[config.mk]
export PLATFORM = sky130hd
export DESIGN_NAME = porta_tx
export DESIGN_NICKNAME = d
export VERILOG_FILES = /design/src/rtl/porta_pkg.sv /design/src/rtl/sync_fifo.sv /design/src/rtl/porta_tx.sv
export SDC_FILE = /design/constraint.sdc
export NUM_CORES = 1
export LEC_CHECK = 0
export ABC_CLOCK_PERIOD_IN_PS = 3500
export BUFFER_PORTS_ARGS = -buffer_cell sky130_fd_sc_hd__buf_2
export CORE_UTILIZATION = 59
export DETAILED_ROUTE_END_ITERATION = 8
export PLACE_DENSITY = 0.76
export SETUP_SLACK_MARGIN = 0.1
export SLEW_MARGIN = 25
export SYNTH_ARGS = -nofsm -noshare
export SYNTH_HDL_FRONTEND = slang
export SYNTH_SLANG_ARGS = --single-unit
export TNS_END_PERCENT = 5
[constraint.sdc]
create_clock -name CLK -period 3.5 [get_ports CLK]
set_input_delay 0.7 -clock CLK [delete_from_list [all_inputs] [get_ports CLK]]
set_output_delay 0.7 -clock CLK [all_outputs]
set_load 0.05 [all_outputs]
[src/rtl/porta_pkg.sv]
// Shared types and constants for the PORTA serial transmitter.
package porta_pkg;

  // Transmitter FSM encoding.
  typedef enum logic [1:0] {
    ST_IDLE  = 2'd0,
    ST_START = 2'd1,
    ST_DATA  = 2'd2,
    ST_STOP  = 2'd3
  } tx_state_e;

  // Start + 8 data + stop.
  localparam int FRAME_BITS = 10;

  // STATUS byte bit positions.
  localparam int STS_OVERRUN = 7;
  localparam int STS_FULL    = 6;
  localparam int STS_EMPTY   = 5;
  localparam int STS_BUSY    = 4;
  localparam int STS_ZERO    = 3;

  // The status count field is only 3 bits wide, so deep FIFOs report 7.
  function automatic logic [2:0] sat_count(input logic [4:0] c);
    return (c > 5'd7) ? 3'd7 : c[2:0];
  endfunction

endpackage

[src/rtl/sync_fifo.sv]
// Show-ahead synchronous FIFO. A push into a full FIFO is still taken
// when a pop frees the head slot on the same edge.
module sync_fifo
  import porta_pkg::*;
#(
  parameter int DATA_WIDTH = 8,
  parameter int DEPTH      = 4
) (
  input  logic                         clk,
  input  logic                         rst_n,
  input  logic                         push_i,
  input  logic                         pop_i,
  input  logic [DATA_WIDTH-1:0]        data_i,
  output logic [DATA_WIDTH-1:0]        head_o,
  output logic [$clog2(DEPTH+1)-1:0]   count_o,
  output logic                         full_o,
  output logic                         empty_o,
  output logic                         accept_o
);
  localparam int CW = $clog2(DEPTH + 1);
  localparam int AW = $clog2(DEPTH);
  localparam logic [CW-1:0] FULL_CNT = CW'(DEPTH);

  logic [DATA_WIDTH-1:0] mem_q [DEPTH];
  logic [AW-1:0]         rd_q, rd_d, wr_q, wr_d;
  logic [CW-1:0]         cnt_q, cnt_d;
  logic                  pop_ok, push_ok;

  assign full_o   = (cnt_q == FULL_CNT);
  assign empty_o  = (cnt_q == '0);
  assign pop_ok   = pop_i && !empty_o;
  assign push_ok  = push_i && (!full_o || pop_ok);
  assign accept_o = push_ok;
  assign head_o   = mem_q[rd_q];
  assign count_o  = cnt_q;

  // Pointer and occupancy next-state; pointers wrap because DEPTH is a power of two.
  always_comb begin
    rd_d  = rd_q;
    wr_d  = wr_q;
    cnt_d = cnt_q;
    if (pop_ok)  rd_d = rd_q + AW'(1);
    if (push_ok) wr_d = wr_q + AW'(1);
    if (push_ok && !pop_ok)      cnt_d = cnt_q + CW'(1);
    else if (!push_ok && pop_ok) cnt_d = cnt_q - CW'(1);
  end

  // Pointer/count registers.
  always_ff @(posedge clk or negedge rst_n) begin
    if (!rst_n) begin
      rd_q  <= '0;
      wr_q  <= '0;
      cnt_q <= '0;
    end else begin
      rd_q  <= rd_d;
      wr_q  <= wr_d;
      cnt_q <= cnt_d;
    end
  end

  // Storage; when full with a pop, wr_q == rd_q and the head is overwritten
  // only after it has been read out on this edge.
  always_ff @(posedge clk) begin
    if (push_ok) mem_q[wr_q] <= data_i;
  end

endmodule

[src/rtl/porta_tx.sv]
// PORTA serial transmitter: queues core writes and sends them as 8N1 frames,
// reporting FIFO/line status back through the PORTA input path.
module porta_tx
  import porta_pkg::*;
#(
  parameter int DATA_WIDTH   = 8,
  parameter int DEPTH        = 4,
  parameter int CLKS_PER_BIT = 4
) (
  input  logic                  CLK,
  input  logic                  nRST,
  input  logic                  WR_EN,
  input  logic [DATA_WIDTH-1:0] DATA_IN,
  output logic                  TX,
  output logic [7:0]            STATUS
);
  localparam int CW = $clog2(DEPTH + 1);
  localparam int BW = $clog2(CLKS_PER_BIT);
  localparam logic [BW-1:0] BAUD_LAST = BW'(CLKS_PER_BIT - 1);
  localparam logic [2:0]    LAST_BIT  = 3'(DATA_WIDTH - 1);
  localparam logic [CW-1:0] FULL_CNT  = CW'(DEPTH);

  tx_state_e             state_q, state_d;
  logic [BW-1:0]         baud_q, baud_d;
  logic [2:0]            bit_q, bit_d;
  logic [DATA_WIDTH-1:0] shift_q, shift_d;
  logic                  tx_q, tx_d;
  logic                  ovr_q, ovr_d;
  logic [7:0]            status_q, status_d;

  logic                  pop, accept, full, empty;
  logic [DATA_WIDTH-1:0] head;
  logic [CW-1:0]         cnt, cnt_nxt;
  logic                  baud_last;

  sync_fifo #(
    .DATA_WIDTH (DATA_WIDTH),
    .DEPTH      (DEPTH)
  ) u_fifo (
    .clk      (CLK),
    .rst_n    (nRST),
    .push_i   (WR_EN),
    .pop_i    (pop),
    .data_i   (DATA_IN),
    .head_o   (head),
    .count_o  (cnt),
    .full_o   (full),
    .empty_o  (empty),
    .accept_o (accept)
  );

  assign baud_last = (baud_q == BAUD_LAST);
  // FIFO occupancy as it will be after this edge (pop only happens when non-empty).
  assign cnt_nxt   = cnt + CW'(accept) - CW'(pop);

  // Frame sequencer: next state, counters, shift register and FIFO pop.
  always_comb begin
    state_d = state_q;
    baud_d  = baud_q;
    bit_d   = bit_q;
    shift_d = shift_q;
    pop     = 1'b0;
    case (state_q)
      ST_IDLE: begin
        baud_d = '0;
        bit_d  = '0;
        if (!empty) begin
          pop     = 1'b1;
          shift_d = head;
          state_d = ST_START;
        end
      end
      ST_START: begin
        if (baud_last) begin
          baud_d  = '0;
          bit_d   = '0;
          state_d = ST_DATA;
        end else begin
          baud_d = baud_q + BW'(1);
        end
      end
      ST_DATA: begin
        if (baud_last) begin
          baud_d  = '0;
          shift_d = shift_q >> 1;
          if (bit_q == LAST_BIT) state_d = ST_STOP;
          else                   bit_d   = bit_q + 3'd1;
        end else begin
          baud_d = baud_q + BW'(1);
        end
      end
      ST_STOP: begin
        if (baud_last) begin
          baud_d = '0;
          // Chain straight into the next frame so queued bytes go out gap-free.
          if (!empty) begin
            pop     = 1'b1;
            shift_d = head;
            state_d = ST_START;
          end else begin
            state_d = ST_IDLE;
          end
        end else begin
          baud_d = baud_q + BW'(1);
        end
      end
      default: state_d = ST_IDLE;
    endcase
  end

  // Line level, overrun flag and status byte, all taken from next-state values
  // so they line up with the edge that causes them.
  always_comb begin
    case (state_d)
      ST_START: tx_d = 1'b0;
      ST_DATA:  tx_d = shift_d[0];
      default:  tx_d = 1'b1;
    endcase
    ovr_d                 = ovr_q | (WR_EN & ~accept);
    status_d              = '0;
    status_d[STS_OVERRUN] = ovr_d;
    status_d[STS_FULL]    = (cnt_nxt == FULL_CNT);
    status_d[STS_EMPTY]   = (cnt_nxt == '0);
    status_d[STS_BUSY]    = (state_d != ST_IDLE);
    status_d[STS_ZERO]    = 1'b0;
    status_d[2:0]         = sat_count(5'(cnt_nxt));
  end

  // State registers; reset aborts any frame in flight and parks the line high.
  always_ff @(posedge CLK or negedge nRST) begin
    if (!nRST) begin
      state_q  <= ST_IDLE;
      baud_q   <= '0;
      bit_q    <= '0;
      shift_q  <= '0;
      tx_q     <= 1'b1;
      ovr_q    <= 1'b0;
      status_q <= 8'h20;
    end else begin
      state_q  <= state_d;
      baud_q   <= baud_d;
      bit_q    <= bit_d;
      shift_q  <= shift_d;
      tx_q     <= tx_d;
      ovr_q    <= ovr_d;
      status_q <= status_d;
    end
  end

  assign TX     = tx_q;
  assign STATUS = status_q;

endmodule

### After elaboration in Yosys (flattened, before gate mapping)

Memory sizes are Yosys's and may differ from the RTL's.
Index checks and enable logic that the tools add are counted.

* equality and inequality tests: 13
* $add $sub $neg: 8
* bitwise gates (word level): 3
* reduce and logical (&&, ||, !) cells: 19
* muxes and demuxes: 25

Operator list (count)
* $mux 8: 3
* $pmux 8 s3: 1
* $mux 3: 5
* $mux 2: 6
* $eq 3x3->1 const B: 3
* $pmux 3 s3: 1
* $eq 2x2->1 const B: 4
* $ne 2x2->1 const B: 4
* $pmux 2 s4: 1
* $add 2x1->2 const B: 3
* $add 3x1->3 const B: 2
* $logic_not 3->1: 2
* $reduce_bool 3->1: 2
* $mux 1: 5
* $eq 2x1->1 const B: 2
* $logic_and 1x1->1: 4
* $logic_not 1->1: 4
* $pmux 1 s2: 2
* $pmux 2 s2: 1
* $reduce_and 4->1: 1
* $reduce_bool 2->1: 2
* $add 3x1->3: 1
* $reduce_and 3->1: 1
* $reduce_or 3->1: 1
* other kinds (7): 7

* memory bits (writable): 32
* word-level logic and storage cells: 80
* output and inout port bits: 9
* input bits: 11
* bits in registers: 31
* memories: 1

Memory list
* u_fifo.mem_q: depth 4, width 8, read ports 1, clocked after Yosys merged registers in 0, wr ports 1, line sync_fifo.sv:24 `logic [DATA_WIDTH-1:0] mem_q [DEPTH];`

### Longest topological paths before layout

Gate-level depths: netlist (run 1).

* word-level depth: 11
* gate-level depth with buffers: 14
* depth with buffers taken out: 13

### By module

Synthesis (run 1) repeated with hierarchy kept, for this count alone.

* cell total of the unflattened synthesis: 203
* area, all modules: 2915.3 um2

By module, submodules not included
* sync_fifo: seq. area each 1136.1 um2, area an instance 1591.5 um2, cells each 77, times used 1
* porta_tx: seq. area each 578.1 um2, area an instance 1323.8 um2, cells each 126, times used 1

### Least setup slack after synthesis (run 1)

No wires, ideal clock.

* path kind: reg2reg
* start point: register state_q[1]
* end point: register status_q[6], in the netlist STATUS[6]
* setup time: 88 ps
* slack: 833 ps
* buffers on the path: 1
* stages on the path, launching flop included: 14
* arrival time: 2579 ps
* required time: 3412 ps
* period minus slack after synthesis: 2667 ps
* cell sequence: dfrtp_1 inv_1 ha_1 or3_1 buf_2 inv_2 ha_1 inv_1 ha_1 inv_1 fa_1 xnor2_1 xnor2_1 nor3b_1

* word-level cells in the longest chain between the ends: 8
* elaborated cells on any way between the ends: 9
* classes of those cells: 2 x add/sub; 2 x eq/ne; 1 x mux; 4 x reduce/logical

Ends and longest elaborated chain
* start: declaration: line porta_tx.sv:23 `tx_state_e state_q, state_d;`
* start signal: assignment: line porta_tx.sv:140 `state_q <= state_d;`
* $eq 2x2->1 / $logic_not 2->1 (equally long branches): line porta_tx.sv:63 `case (state_q)`
* $pmux 1 s2 *: line porta_tx.sv:63
* $logic_and 1x1->1: line sync_fifo.sv:31 `assign pop_ok = pop_i && !empty_o;`
* $logic_or 1x1->1: line sync_fifo.sv:32 `assign push_ok = push_i && (!full_o || pop_ok);`
* $logic_and 1x1->1: line sync_fifo.sv:32
* $add 3x1->3: line porta_tx.sv:54 `assign cnt_nxt = cnt + CW'(accept) - CW'(pop);`
* $sub 3x1->3 *: line porta_tx.sv:54
* named net cnt_nxt[2]: line porta_tx.sv:33 `logic [CW-1:0] cnt, cnt_nxt;`
* $eq 3x3->1 *: line porta_tx.sv:122 `status_d[STS_FULL] = (cnt_nxt == FULL_CNT);`
* named net status_d[6]: line porta_tx.sv:29 `logic [7:0] status_q, status_d;`
* end signal: assignment: line porta_tx.sv:146 `status_q <= status_d;`
* end: declaration: line porta_tx.sv:29

Mark *: on every way through the listed nets, which the timed path passes. The rest lies on a longest branch.
A chain may end at the register's enable or synchronous reset.

### Worst setup path after layout (run 1)

* start point: register baud_q[0]
* end point: register status_q[6], in the netlist STATUS[6]

* word-level cells in the longest chain between the ends: 9

Ends and longest elaborated chain
* start: declaration: line porta_tx.sv:24 `logic [BW-1:0] baud_q, baud_d;`
* start signal: assignment: line porta_tx.sv:141 `baud_q <= baud_d;`
* $eq 2x2->1: line porta_tx.sv:52 `assign baud_last = (baud_q == BAUD_LAST);`
* $mux 1: line porta_tx.sv:93 `if (baud_last) begin`
* $pmux 1 s2: line porta_tx.sv:63
* $logic_and 1x1->1: line sync_fifo.sv:31
* $logic_or 1x1->1: line sync_fifo.sv:32
* $logic_and 1x1->1: line sync_fifo.sv:32
* named net accept: line porta_tx.sv:31 `logic pop, accept, full, empty;`
* $add 3x1->3: line porta_tx.sv:54
* $sub 3x1->3: line porta_tx.sv:54
* named net cnt_nxt[2]: line porta_tx.sv:33
* $eq 3x3->1: line porta_tx.sv:122
* named net status_d[6]: line porta_tx.sv:29

The timed path passes the listed nets, and every way through them passes these cells.

==> results of run 1 <==
[sequential cells by signal (all words and copies together) (netlist names)]
register        flops
STATUS              7
TX                  1
baud_q              2
bit_q               3
shift_q             8
state_q             2
u_fifo.count_o      3
u_fifo.mem_q       32
u_fifo.rd_q         2
u_fifo.wr_q         2
[area by class of cell]
type,instances,area share
clock buffers,9,0.0393
clock inverters,7,0.0234
inverters,13,0.0155
multi-input cells,113,0.328
flip-flops and latches,62,0.545
well taps,52,0.0207
repair buffers,18,0.0286
[metrics by stage]
| step | hold WS, ns | utilization | power, mW |
|---|---|---|---|
| detailed placement | 0.438 | 0.655 | 2.45 |
| CTS | 0.395 | 0.699 | 3.08 |
| global placement | 0.425 | 0.655 | 2.39 |
| finish | 0.378 | 0.699 | 3.07 |
| floorplan | 0.404 | - | 2.20 |
| global route | 0.444 | 0.699 | 3.25 |
[cell families (layout without fill, tap and decap cells)]
family	Yosys count	in the layout	synth area share
AO/OA/AOI/OAI	29	29	0.0744
XOR/XNOR	8	8	0.0246
adder cells (fa/ha/maj)	17	17	0.0801
buffers and inverters	21	47	0.0343
flip-flops	62	62	0.603
multiplexers	12	12	0.0875
other	1	1	0.00132
AND/OR/NAND/NOR	46	46	0.0950
[cells in the final DEF (no fill, tap or decap), types with 2 or more instances in the layout]
cell | Yosys | layout
buf_2 | 3 | 18
mux2i_1 | 2 | 2
or3_1 | 2 | 2
clkbuf_8 | 0 | 9
o31ai_1 | 2 | 2
xnor2_1 | 6 | 6
o21ai_0 | 3 | 3
ha_1 | 15 | 15
nor3_1 | 2 | 2
nand3_1 | 2 | 2
nor2b_1 | 2 | 2
edfxtp_1 | 32 | 32
and3_1 | 4 | 4
dfrtp_1 | 28 | 28
clkinv_4 | 0 | 2
nand2b_1 | 2 | 2
a222oi_1 | 7 | 7
dfstp_2 | 2 | 2
nand3b_1 | 2 | 2
nor2_1 | 11 | 11
nand2_1 | 10 | 10
mux4_1 | 7 | 7
fa_1 | 2 | 2
a21oi_1 | 2 | 2
xor2_1 | 2 | 2
inv_1 | 12 | 12
clkinv_2 | 0 | 2
o21ai_1 | 6 | 6
o21a_1 | 2 | 2
[power groups by stage]
stage               Sequential (mW)  Clock [mW]  Combinational, mW
finish                         1.22       0.622               1.23
global route                   1.25       0.650               1.34
CTS                            1.22       0.628               1.23
detailed placement             1.23           0               1.22
global placement               1.22           0               1.16
floorplan                      1.29           0              0.912
[path summary, 6_finish.rpt]
check,endpoint,slack [ns],cells past startpoint
worst max-delay path,STATUS[6]$_DFF_PN0_,0.48,12
worst min-delay path,STATUS[4]$_DFF_PN0_,0.38,1
worst max register to register,STATUS[6]$_DFF_PN0_,0.48,12
worst min register to register,baud_q[0]$_DFF_PN0_,0.45,1
max in group asynchronous,STATUS[0]$_DFF_PN0_,2.69,1
min in group CLK,baud_q[0]$_DFF_PN0_,0.45,1
[per-layer routing]
layer | up-vias | track usage
li1 | 771 | -
met1 | 820 | 0.239
met2 | 50 | 0.346
met3 | 12 | 0.0422
met4 | 0 | 0.138
met5 | - | 0
[worst max-delay path: stages, from the launching register on]
cell     delay (ns)
dfrtp_1        0.36
ha_1           0.40
a21oi_2        0.18
or3_1          0.46
nand3_2        0.16
nand2_1        0.12
inv_1          0.10
ha_1           0.14
inv_1          0.05
fa_1           0.37
xnor2_1        0.14
xnor2_1        0.22
nor3b_1        0.23
==> flow_summary.ini, run 1 <==
[routing]
dr.pass1.iters = 5
vias = 1653
m1WireLength_um = 2000
met3_length_um = 171
viasPerCell = 6.03
wl_per_cell_um = 16.4
drt_iter0_markers = 77
highest_layer = met4
detail-route-antenna-nets = 0
drc = 0
met2WireLength_um = 2220
routed_wl_um = 4510

[yosys]
yosys_register_bits = 62
synth_seq_area_share = 0.603
synth_top_area_frac = 0.338
synth-main-ff-cell = edfxtp_1
ys.warnings.count = 0
avgSynthCellArea_um2 = 14.5
synth_nets = 224
yosys-top-cells-count = edfxtp_1 (32), dfrtp_1 (28), ha_1 (15), inv_1 (12), nor2_1 (11)
synth_area_um2 = 2840
synth_most_common_cell = edfxtp_1
yosysTopAreaCell = edfxtp_1
ys_types = 50
async_flop_share = 0.484
synth_edf_count = 32
synthesis.instances = 196
synthTopCellsByArea = edfxtp_1 (34%), dfrtp_1 (25%), ha_1 (6.6%), mux4_1 (6.5%), a222oi_1 (2.5%)

[sta]
finalSetupViolCount = 0
period_share = 0.862
tightest_slew_ns = 0.665
hold_viol = 0
fin_crit_ns = 3.02
relSlewSlack = 0.556
maxSlewViolCount = 0
rsz0062_at_grt = false
fin_skew_ns = 0.00621
fmaxAchievable_mhz = 332
setup_ws_ns = 0.484
tns_ns = 0

[floorplanning]
dieArea_um2 = 5100
io-pin-count = 20
die_h_um = 71.4
die_w_um = 71.4
start_util = 0.631
core_area_um2 = 4500
num_rows = 24

[clock_network]
clk_pin_slew_ns = 0.07
cts_tree = yes
cts_made_buffers = 9
clock-sinks = 62
cts.htree.levels = 3
clkLatencyLatePin_ns = 0.35
holdBufCountCts = 0
cts_root_buf = clkbuf_8
cts_resized = 0
clk_path_buf_depth = 2
cts_setup_buffers = 0

[placement]
gp_congestion = 0.788
place_area_um2 = 2950
dpl.cell_count = 258
post-place-ws_ns = 0.540
io_buffers = 18
dpl.hpwl_um = 3120

[final_layout]
nNetsFinal = 245
num_antenna_cells = 0
drive_gt1_frac = 0.207
syn_to_final_growth_pct = 10.7
fillers = 292
multi_input_area_um2 = 1030
fin_area_um2 = 3150
regArea_um2 = 1710
stdcell_count = 274

[grt]
grt_use_total = 0.205
grt_pass1_vias = 1692
grt-ovfl-total = 0
grt_max_degree = 31
antenna_found_initial = 0
grt_pass1_wl_um = 7590

[worst_setup_path]
endpoint_kind = flip-flop
critPathArrivalTime_ns = 3.27
start_kind = flip-flop
regToRegStartpoint = baud_q[0]$_DFF_PN0_
critical_path_required_ns = 3.76
critPathLaunch = baud_q[0]$_DFF_PN0_
crit_fanout = 12
crit_type = reg2reg

[run]
drv_cap = 0

[power]
p_int_mw = 1.87
p_leak_nw = 1.30
swShare = 0.391
peakVddDrop_mv = 0.557
powerDensity_nw_per_um2 = 975
combinationalPowerShare = 0.400
power.switching_mw = 1.20
seqPwrFrac = 0.398
pwr-share-clk = 0.203

[run_status]
status = completed

[worst_hold_path]
hold_class = in2async
Power figures use the tool's default switching activity.
==> run 2: changes to the inputs <==
--- a/config.mk
+++ b/config.mk
@@ -7,9 +7,9 @@
 export LEC_CHECK = 0
 export ABC_CLOCK_PERIOD_IN_PS = 3500
 export BUFFER_PORTS_ARGS = -buffer_cell sky130_fd_sc_hd__buf_2
-export CORE_UTILIZATION = 59
+export CORE_UTILIZATION = 40
 export DETAILED_ROUTE_END_ITERATION = 8
-export PLACE_DENSITY = 0.76
+export PLACE_DENSITY = 0.55
 export SETUP_SLACK_MARGIN = 0.1
 export SLEW_MARGIN = 25
 export SYNTH_ARGS = -nofsm -noshare
==> constraint.sdc (replaced) <==
create_clock -name CLK -period 3.5 [get_ports CLK]
set_input_delay 0.7 -clock CLK [delete_from_list [all_inputs] [get_ports CLK]]
set_output_delay 0.7 -clock CLK [all_outputs]
set_load 0.005 [all_outputs]
==> run 2 against run 1 <==
Against the previous run:
- worst hold slack better by 0.015 ns
- sequential share of layout area down 0.62 points
- sequential cell count unchanged
- global-route usage down 6.1 points
- clock skew up 0.0021 ns
==> flow_summary.ini, run 2 (synthesis results as in run 1) <==
[final_layout]
regArea_um2 = 1710
mostFrequentLayoutCell = edfxtp_1
multi_input_area_um2 = 1030
drive_gt1_frac = 0.202
largest-register = u_fifo.mem_q
layout_common_cells = edfxtp_1 (32), dfrtp_1 (28), buf_2 (18)
num_antenna_cells = 0
syn_to_final_growth_pct = 12.0
largest_reg_flops = 32
fillers = 644
nNetsFinal = 246
stdcell_count = 319

[worst_setup_path]
critical_path_required_ns = 3.76
start_kind = flip-flop
crit_fanout = 5
cp-endpoint = STATUS[6]$_DFF_PN0_
timing.rr.end = STATUS[6]$_DFF_PN0_
crit_type = reg2reg
reg2reg_setup_slack_ns = 0.62
critPathArrivalTime_ns = 3.14
regToRegStartpoint = state_q[1]$_DFF_PN0_
rr_worst_depth = 13
endpoint_kind = flip-flop
critPathLaunch = state_q[1]$_DFF_PN0_

[grt]
grt_use_total = 0.144
grt_max_degree = 31
grt-ovfl-total = 0
globalRoute.busiestLayer = met2
gr-usage-met2 = 0.227
grt_pass1_wl_um = 7810
use_met1 = 0.180
use_met3 = 0.0514
grt_pass1_vias = 1574
antenna_found_initial = 0

[placement]
dpl.hpwl_um = 3070
dpl.cell_count = 303
gp_congestion = 0.797
io_buffers = 18

[power]
peakVddDrop_mv = 0.399
powerDensity_nw_per_um2 = 887
p_leak_nw = 1.30

[routing]
detail-route-antenna-nets = 0
dr.pass1.iters = 4
drt_iter0_markers = 130
wl_per_cell_um = 14.4
routed_wl_um = 4610
viasPerCell = 4.97
vias = 1585
drc = 0

[sta]
relSlewSlack = 0.517
tns_ns = 0
fmaxAchievable_mhz = 347
finalSetupViolCount = 0
hold_viol = 0
maxSlewViolCount = 0
rsz0062_at_grt = false
period_share = 0.823
tightest_slew_ns = 0.724
fin_skew_ns = 0.00834
fin_crit_ns = 2.88

[clock_network]
cts_setup_buffers = 0
clkLatencyLatePin_ns = 0.34
clock-sinks = 62
cts_tree = yes
cts_root_buf = clkbuf_8
clk_pin_slew_ns = 0.07
clk_path_buf_depth = 2
holdBufCountCts = 0
cts.htree.levels = 3
cts_made_buffers = 9
cts_resized = 0

[floorplanning]
io-pin-count = 20
start_util = 0.416
die_h_um = 86.3
num_rows = 30
dieArea_um2 = 7450
die_w_um = 86.3
core_area_um2 = 6830

[worst_hold_path]
hold_class = in2async

[run]
drv_cap = 0

[run_status]
status = completed
-- run 2: cell count changes in the layout (fill, tap and decap cells not counted) --
cell / previous run / this run
inv_6: 1 / 2
buf_4: 0 / 1
bufinv_16: 1 / 0
clkinv_1: 0 / 2
clkinv_2: 2 / 1
clkinvlp_4: 1 / 0
-- run 2: worst min-delay path by stage --
stage | startpoint | to
2_1_floorplan | nRST | STATUS[0]$_DFF_PN0_
3_3_place_gp | baud_q[0]$_DFF_PN0_ | baud_q[0]$_DFF_PN0_
3_5_place_dp | baud_q[0]$_DFF_PN0_ | baud_q[0]$_DFF_PN0_
4_1_cts | nRST | state_q[0]$_DFF_PN0_
5_1_grt | nRST | STATUS[1]$_DFF_PN0_
6_report | nRST | STATUS[4]$_DFF_PN0_
-- run 2: cell type report --
class / count / share of cell area
sequential: 62 / 0.538
timing repair buffer: 19 / 0.0306
inverter: 13 / 0.0153
clock buffer: 9 / 0.0389
tap: 96 / 0.0377
multi-input combinational: 113 / 0.324
clock inverter: 7 / 0.0149
-- run 2: where the power goes --
group,switching (mW),internal [mW],total (mW)
logic,0.561,0.503,1.06
registers,0.187,1.03,1.22
clock network,0.288,0.257,0.546
total,1.04,1.79,2.83
-- run 2: stage by stage --
| step | hold slack [ns] | total power, mW | util | area (µm²) | worst slack [ns] |
|---|---|---|---|---|---|
| floorplan | 0.404 | 2.06 | - | 2840 | 0.833 |
| global placement | 0.435 | 2.32 | 0.441 | 3010 | 0.666 |
| detailed placement | 0.436 | 2.32 | 0.441 | 3010 | 0.618 |
| CTS | 0.416 | 2.87 | 0.466 | 3180 | 0.603 |
| global route | 0.442 | 3.06 | 0.466 | 3180 | 0.381 |
| finish | 0.393 | 2.83 | 0.466 | 3180 | 0.620 |
-- run 2: layer usage --
metal	up-vias	wire length (µm)	share of wire
li1	776	-	-
met1	766	2080	0.45
met2	37	2250	0.49
met3	6	222	0.048
met4	0	54	0.012
met5	-	0	0
-- run 2: worst max-delay path: stages (launching register included) --
cell and delay (ns):
dfrtp_1 0.43, inv_1 0.14, ha_1 0.21, a21oi_2 0.08, or3_1 0.44, nand3_2 0.15
nand2_1 0.11, inv_1 0.11, ha_1 0.14, inv_1 0.04, fa_1 0.37, xnor2_1 0.14
xnor2_1 0.21, nor3b_1 0.20
